**src/rtl/sipo_rx_pkg.sv**
```systemverilog
// Shared definitions for the framed serial receiver: FSM encodings and the
// default word width used by both ends of the serial link.
package sipo_rx_pkg;

    localparam int DEFAULT_WIDTH = 5;

    typedef enum logic [1:0] {
        IDLE = 2'd0,
        RECV = 2'd1,
        STOP = 2'd2
    } state_e;

    // Bit counter must be able to hold WIDTH itself.
    function automatic int cnt_width(input int width);
        return $clog2(width + 1);
    endfunction

endpackage

```
**src/rtl/sipo_rx_hold.sv**
```systemverilog
// Parallel output holding register with valid/ready handshake and sticky
// overrun flag; loads a completed word on the word_done pulse from the FSM.
module sipo_rx_hold
    import sipo_rx_pkg::*;
#(
    parameter int WIDTH = DEFAULT_WIDTH
) (
    input  logic             clk,
    input  logic             rst,
    input  logic             word_done,
    input  logic [WIDTH-1:0] word_data,
    input  logic             po_ready,
    output logic [WIDTH-1:0] po,
    output logic             po_valid,
    output logic             overrun
);

    logic [WIDTH-1:0] po_q, po_d;
    logic             po_valid_q, po_valid_d;
    logic             overrun_q, overrun_d;

    // NOTE: every variable gets its hold value first so no path leaves it
    // unassigned; a missing default here would infer a latch.
    always_comb begin
        po_d       = po_q;
        po_valid_d = po_valid_q;
        overrun_d  = overrun_q;

        // A handshake on the same edge frees the register for the new word.
        if (word_done && (!po_valid_q || po_ready)) begin
            po_d       = word_data;
            po_valid_d = 1'b1;
        end else if (po_valid_q && po_ready) begin
            po_valid_d = 1'b0;
        end

        if (word_done && po_valid_q && !po_ready) begin
            overrun_d = 1'b1;
        end
    end

    // NOTE: flops use non-blocking assignments so all registers update
    // together from pre-edge values, independent of statement order.
    always_ff @(posedge clk or posedge rst) begin
        if (rst) begin
            po_q       <= '0;
            po_valid_q <= 1'b0;
            overrun_q  <= 1'b0;
        end else begin
            po_q       <= po_d;
            po_valid_q <= po_valid_d;
            overrun_q  <= overrun_d;
        end
    end

    assign po       = po_q;
    assign po_valid = po_valid_q;
    assign overrun  = overrun_q;

endmodule

```
**src/rtl/sipo_rx.sv**
```systemverilog
// Framed serial-to-parallel receiver: start bit (1), WIDTH data bits, stop
// bit (0), all sampled on si_valid strobes; words leave via valid/ready.
module sipo_rx
    import sipo_rx_pkg::*;
#(
    parameter int WIDTH     = DEFAULT_WIDTH,
    parameter bit MSB_FIRST = 1'b1
) (
    input  logic             clk,
    input  logic             rst,
    input  logic             si,
    input  logic             si_valid,
    output logic [WIDTH-1:0] po,
    output logic             po_valid,
    input  logic             po_ready,
    output logic             busy,
    output logic             frame_err,
    output logic             overrun
);

    localparam int               CNT_W    = cnt_width(WIDTH);
    localparam logic [CNT_W-1:0] LAST_BIT = CNT_W'(WIDTH - 1);

    state_e           state_q, state_d;
    logic [CNT_W-1:0] cnt_q, cnt_d;
    logic [WIDTH-1:0] sr_q, sr_d;
    logic             busy_q, busy_d;
    logic             frame_err_q, frame_err_d;
    logic             word_done;

    always_ff @(posedge clk or posedge rst) begin
        if (rst) begin
            state_q     <= IDLE;
            cnt_q       <= '0;
            sr_q        <= '0;
            busy_q      <= 1'b0;
            frame_err_q <= 1'b0;
        end else begin
            state_q     <= state_d;
            cnt_q       <= cnt_d;
            sr_q        <= sr_d;
            busy_q      <= busy_d;
            frame_err_q <= frame_err_d;
        end
    end

    always_comb begin
        state_d = state_q;
        if (si_valid) begin
            case (state_q)
                IDLE:    if (si) state_d = RECV;
                RECV:    if (cnt_q == LAST_BIT) state_d = STOP;
                STOP:    state_d = IDLE;
                default: state_d = IDLE;
            endcase
        end
    end

    always_comb begin
        sr_d        = sr_q;
        cnt_d       = cnt_q;
        word_done   = 1'b0;
        frame_err_d = 1'b0;
        // Registered so busy has no combinational path from si.
        busy_d      = (state_d != IDLE);

        if (si_valid) begin
            case (state_q)
                IDLE: begin
                    if (si) cnt_d = '0;
                end
                RECV: begin
                    if (MSB_FIRST) sr_d = {sr_q[WIDTH-2:0], si};
                    else           sr_d = {si, sr_q[WIDTH-1:1]};
                    cnt_d = cnt_q + CNT_W'(1);
                end
                STOP: begin
                    word_done   = ~si;
                    frame_err_d = si;
                end
                default: ;
            endcase
        end
    end

    sipo_rx_hold #(.WIDTH(WIDTH)) u_hold (
        .clk       (clk),
        .rst       (rst),
        .word_done (word_done),
        .word_data (sr_q),
        .po_ready  (po_ready),
        .po        (po),
        .po_valid  (po_valid),
        .overrun   (overrun)
    );

    assign busy      = busy_q;
    assign frame_err = frame_err_q;

endmodule

```
**config.mk**
```make
export PLATFORM = sky130hd
export DESIGN_NAME = sipo_rx
export DESIGN_NICKNAME = d
export VERILOG_FILES = /design/src/rtl/sipo_rx_pkg.sv /design/src/rtl/sipo_rx_hold.sv /design/src/rtl/sipo_rx.sv
export SDC_FILE = /design/constraint.sdc
export NUM_CORES = 1
export LEC_CHECK = 0
export ABC_AREA = 1
export CAP_MARGIN = 20
export CORE_MARGIN = 2
export CORE_UTILIZATION = 53
export DETAILED_ROUTE_END_ITERATION = 16
export PLACE_DENSITY = 0.91
export SYNTH_ARGS = -nofsm -noshare
export SYNTH_HDL_FRONTEND = slang
export SYNTH_SLANG_ARGS = --single-unit
```
**constraint.sdc**
```tcl
create_clock -name clk -period 2.6 [get_ports clk]
set_input_delay 0.26 -clock clk [delete_from_list [all_inputs] [get_ports clk]]
set_output_delay 0.26 -clock clk [all_outputs]
set_load 0.01 [all_outputs]
```
# Yosys cells after proc, flatten, opt, wreduce, memory -nomap -nowiden
# Cells that the tools add are included.
# totals
ff_bits	19
in_bits	5
output_inout_bits	9
word_cells	39
# classes
addsub	1
n_eq_ne	4
muxes	12
bitwise_logic	1
reduce_logical	13
# ops
operator	n
1-bit two-way mux	6
2-bit two-way mux	3
3-bit case mux with 2 select lines	1
2-bit nonzero test	3
1-bit logical AND	4
2-bit case mux with 2 select lines	1
3-bit by 1-bit adder with 3-bit output (second input constant)	1
3-bit == test (second input constant)	1
3-bit two-way mux	1
3-bit AND reduction	1
2-bit by 1-bit == test with 1-bit output (second input constant)	1
2-bit == test (second input constant)	1
1-bit zero test	2
2-bit zero test	1
2-bit inequality test (second input constant)	1
2-bit AND reduction	1
1-bit logical OR	1
1-bit NOT	1

# Depth between registers and ports, before layout
# depth
depth_word	5
mapped_depth	6
mapped_depth_nobuf	6

# Cells and area by module
# A second synthesis with hierarchy kept.
# unflattened
hier_cells	90
hier_area_um2	849.6
# modules_own_cells
module	n_inst	cells_per_inst	area_each_um2	seq_area_each_um2
sipo_rx	1	61	579.3	300.3
sipo_rx_hold	1	29	270.3	175.2

# Worst setup path after synthesis
# Ideal clock, no wire load.
# synth_timing
kind	register to register
start	reg cnt_q[0]
end	reg busy_q (netlist: busy)
setup_ps	128
t_arrival_ps	901
required_ps	2472
slack_ps	1570
path_stages_with_launch	7
path_buffers	0
synth_period_minus_slack_ps	1030
cell_sequence	dfrtp_1 inv_1 ha_1 nand3_1 nor2_1 nor2_1 nand3_1
# synth_between
elab_chain_len	5
# synth_lines
item	line	rtl
from (decl)	sipo_rx.sv:25	logic [CNT_W-1:0] cnt_q, cnt_d;
from (signal assigned)	sipo_rx.sv:40	cnt_q <= cnt_d;
3-bit == test	sipo_rx.sv:52	RECV: if (cnt_q == LAST_BIT) state_d = STOP;
2-bit two-way mux	sipo_rx.sv:52	
2-bit case mux with 2 select lines	sipo_rx.sv:50	case (state_q)
2-bit two-way mux	sipo_rx.sv:49	if (si_valid) begin
2-bit nonzero test	sipo_rx.sv:65	busy_d = (state_d != IDLE);
net busy_d	sipo_rx.sv:27	logic busy_q, busy_d;
to (signal assigned)	sipo_rx.sv:42	busy_q <= busy_d;
to (decl)	sipo_rx.sv:27	
# The timed path passes the listed nets, and every way through them passes these cells.
# A chain may end at the register's enable or synchronous reset.

# Final worst setup path
# layout_timing
start	reg u_hold.po_q[2] (netlist: u_hold.po[2])
end	out po[2]
# layout_rtl
item	line	rtl
from (decl)	sipo_rx_hold.sv:18	logic [WIDTH-1:0] po_q, po_d;
from (signal assigned)	sipo_rx_hold.sv:50	po_q <= po_d;
to (decl)	sipo_rx.sv:13	output logic [WIDTH-1:0] po,
# No word-level cell between the ends.

==> impl_metrics.json <==
{
  "timing.fmax_mhz": 679,
  "wl_um": 1290,
  "power.internal_mw": 0.542,
  "cts.sinks": 19,
  "clk_pin_slew_ns": 0.11,
  "r2r-start": "state_q[0]",
  "cpPeakStageDelay_ns": 0.54,
  "yosys.cell_count.top_type": "nand2_1",
  "cts_max_level": 1,
  "post-place-ws_ns": 1.15,
  "root_buffer": "clkbuf_4",
  "synth_fp_nets": 95,
  "post-route-min-period_ns": 1.47,
  "seq_area_frac_synth_pct": 57.7,
  "ys_ff_latch": 19,
  "synth_area_leader_cell": "dfrtp_1",
  "netSwitchingPower_mw": 0.280,
  "firstDrtPassIters": 4,
  "cts_resized": 0,
  "slew_headroom_pct": 54.4,
  "die_width_um": 43.4,
  "pwr-share-clk_pct": 17.8,
  "antenna_found_initial": 0,
  "dp_hpwl_um": 985,
  "tns_ns": 0,
  "synth_flop_cell": "dfrtp_1",
  "clk_latency_ns": 0.29,
  "drt_iter0_drc": 7,
  "fin_ws_ns": 1.13,
  "worstPathCellList": "clkdlybuf4s50_1",
  "finalCritPeriodShare_pct": 56.7,
  "setup_viol": 0,
  "crit_path_start_kind": "register",
  "syn_area_um2": 825,
  "drc": 0,
  "first_global_vias": 531,
  "powerDensity_mw_per_mm2": 830,
  "overflow": 0,
  "comb_power_share_pct": 30.1,
  "utilization_pct": 66.6,
  "ant_nets": 0,
  "place.gp.congestion": 0.852,
  "nets": 112,
  "ir_worst_vdd_uv": 590,
  "post-cts-setup-buffers": 0,
  "worstPathMaxFanout": 2,
  "critical_path.startpoint": "u_hold.po[2]",
  "yosysTopAreaCellShare_pct": 57.7,
  "wl_per_cell_um": 10.8,
  "start_util_pct": 55.4,
  "cts_made_buffers": 3,
  "avgViaCountPerCell": 4.88,
  "end_kind": "primary output",
  "fill_cells": 113,
  "cts_tree": "done",
  "finalPower_mw": 0.822,
  "num_antenna_cells": 0,
  "cp.required_ns": 2.34,
  "worstSetupPathType": "reg2out",
  "max_cap_violations": 0,
  "track_usage_pct": 16.5,
  "synth.area.top_cells": "dfrtp_1 58%, nand2_1 11%, inv_1 6.8%",
  "status": "completed",
  "grt_max_degree": 20,
  "max-clock-path-buffers": 2,
  "synth.distinct_cells": 16,
  "finalMaxSlewViolations": 0,
  "ios": 14,
  "power.leakage_nw": 0.512,
  "crit_family": "buffers and inverters",
  "skew_ns": 0.00534,
  "area_growth_pct": 20.2,
  "cts_hold_buf": 0,
  "synth-edff-count": 0,
  "hold_path.class": "in2async",
  "synthArstFlopShare_pct": 100,
  "design.core.area_mm2": 0.00149,
  "std_cell_rows": 14,
  "critical_path_buf_inv_count": 1,
  "fin_hold_ws_ns": 0.352,
  "p_seq_share_pct": 52.1,
  "arrival_ns": 1.21,
  "slowest_stage": "clkdlybuf4s50_1",
  "hold_violations": 0,
  "dieArea_mm2": 0.00189,
  "avgSynthCellArea_um2": 9.37,
  "synthCells": 88,
  "worst_pin_slew_ns": 0.683,
  "grt_first_pass_wirelength_um": 2220,
  "portBuffers": 13,
  "ys_top_cells_by_count": "24 x nand2_1, 19 x dfrtp_1, 15 x inv_1, 6 x o21ai_2, 5 x o21ai_0",
  "die_h_um": 43.4,
  "drive_gt1_share_pct": 14.4,
  "vias": 586,
  "rsz0062_at_grt": "false",
  "ys_warn_count": 0,
  "switching_share_pct": 34.0
}
state kept, by name, summed over array words and instances, names as in the netlist:
signal           cells
sr_q                 5
u_hold.po            5
cnt_q                3
state_q              2
busy                 1
frame_err            1
u_hold.overrun       1
u_hold.po_valid      1
per-stage QoR:
stage | cells | instance area, um2
after detailed placement | 116 | 963
final | 120 | 991
after CTS | 120 | 991
after global placement | 116 | 963
after global routing | 120 | 991
after floorplan | 88 | 825
cell families (layout without fill, tap and decap cells):
group	count (synthesis)	after routing	synth area share, %
AO/OA/AOI/OAI	12	12	10.3
XOR/XNOR	1	1	1.06
adder cells (fa/ha/maj)	2	2	3.03
buffers and inverters	17	33	8.65
flip-flops	19	19	57.7
AND/OR/NAND/NOR	37	37	19.3
final timing paths:
kind	endpoint	slack (ns)	cells past startpoint
max	po[2]	1.13	1
min reg2reg	sr_q[1]	0.49	2
max in group asynchronous	cnt_q[0]	1.81	2
max reg2reg	sr_q[4]	1.33	5
min in group clk	sr_q[1]	0.49	2
min	u_hold.po[3]	0.35	2
power groups by stage:
stage               clock (mW)  sequential [mW]  combinational [mW]
finish                   0.146            0.429               0.247
global route             0.165            0.437               0.285
CTS                      0.150            0.428               0.252
detailed placement           0            0.434               0.250
global placement             0            0.430               0.235
floorplan                    0            0.434               0.168
routing by layer:
layer | up-vias | global-route usage [%] | wire (um)
li1 | 298 | - | -
met1 | 275 | 22.7 | 627
met2 | 11 | 24.2 | 597
met3 | 2 | 3.75 | 44
met4 | 0 | 9.09 | 20
met5 | - | 0 | 0
layout make-up:
class / count / area, um2 / share of cell area (%)
multi-input cells: 52 / 278 / 28.0
flip-flops and latches: 19 / 475 / 48.0
clock buffers: 3 / 22.5 / 2.27
clock inverters: 1 / 5.00 / 0.505
repair buffers: 13 / 130 / 13.1
inverters: 16 / 60.1 / 6.06
well taps: 16 / 20.0 / 2.02
cell usage in the layout, fill, tap and decap left out, drive strengths merged:
master,synthesis,final
nand3,5,5
clkbuf,0,3
nand2,24,24
ha,2,2
inv,16,16
clkdlybuf4s50,0,13
o21ai,11,11
clkinv,0,1
xor2,1,1
nor3,1,1
nor2,6,6
dfrtp,19,19
o21bai,1,1
or2,1,1
Power figures use the tool's default switching activity.
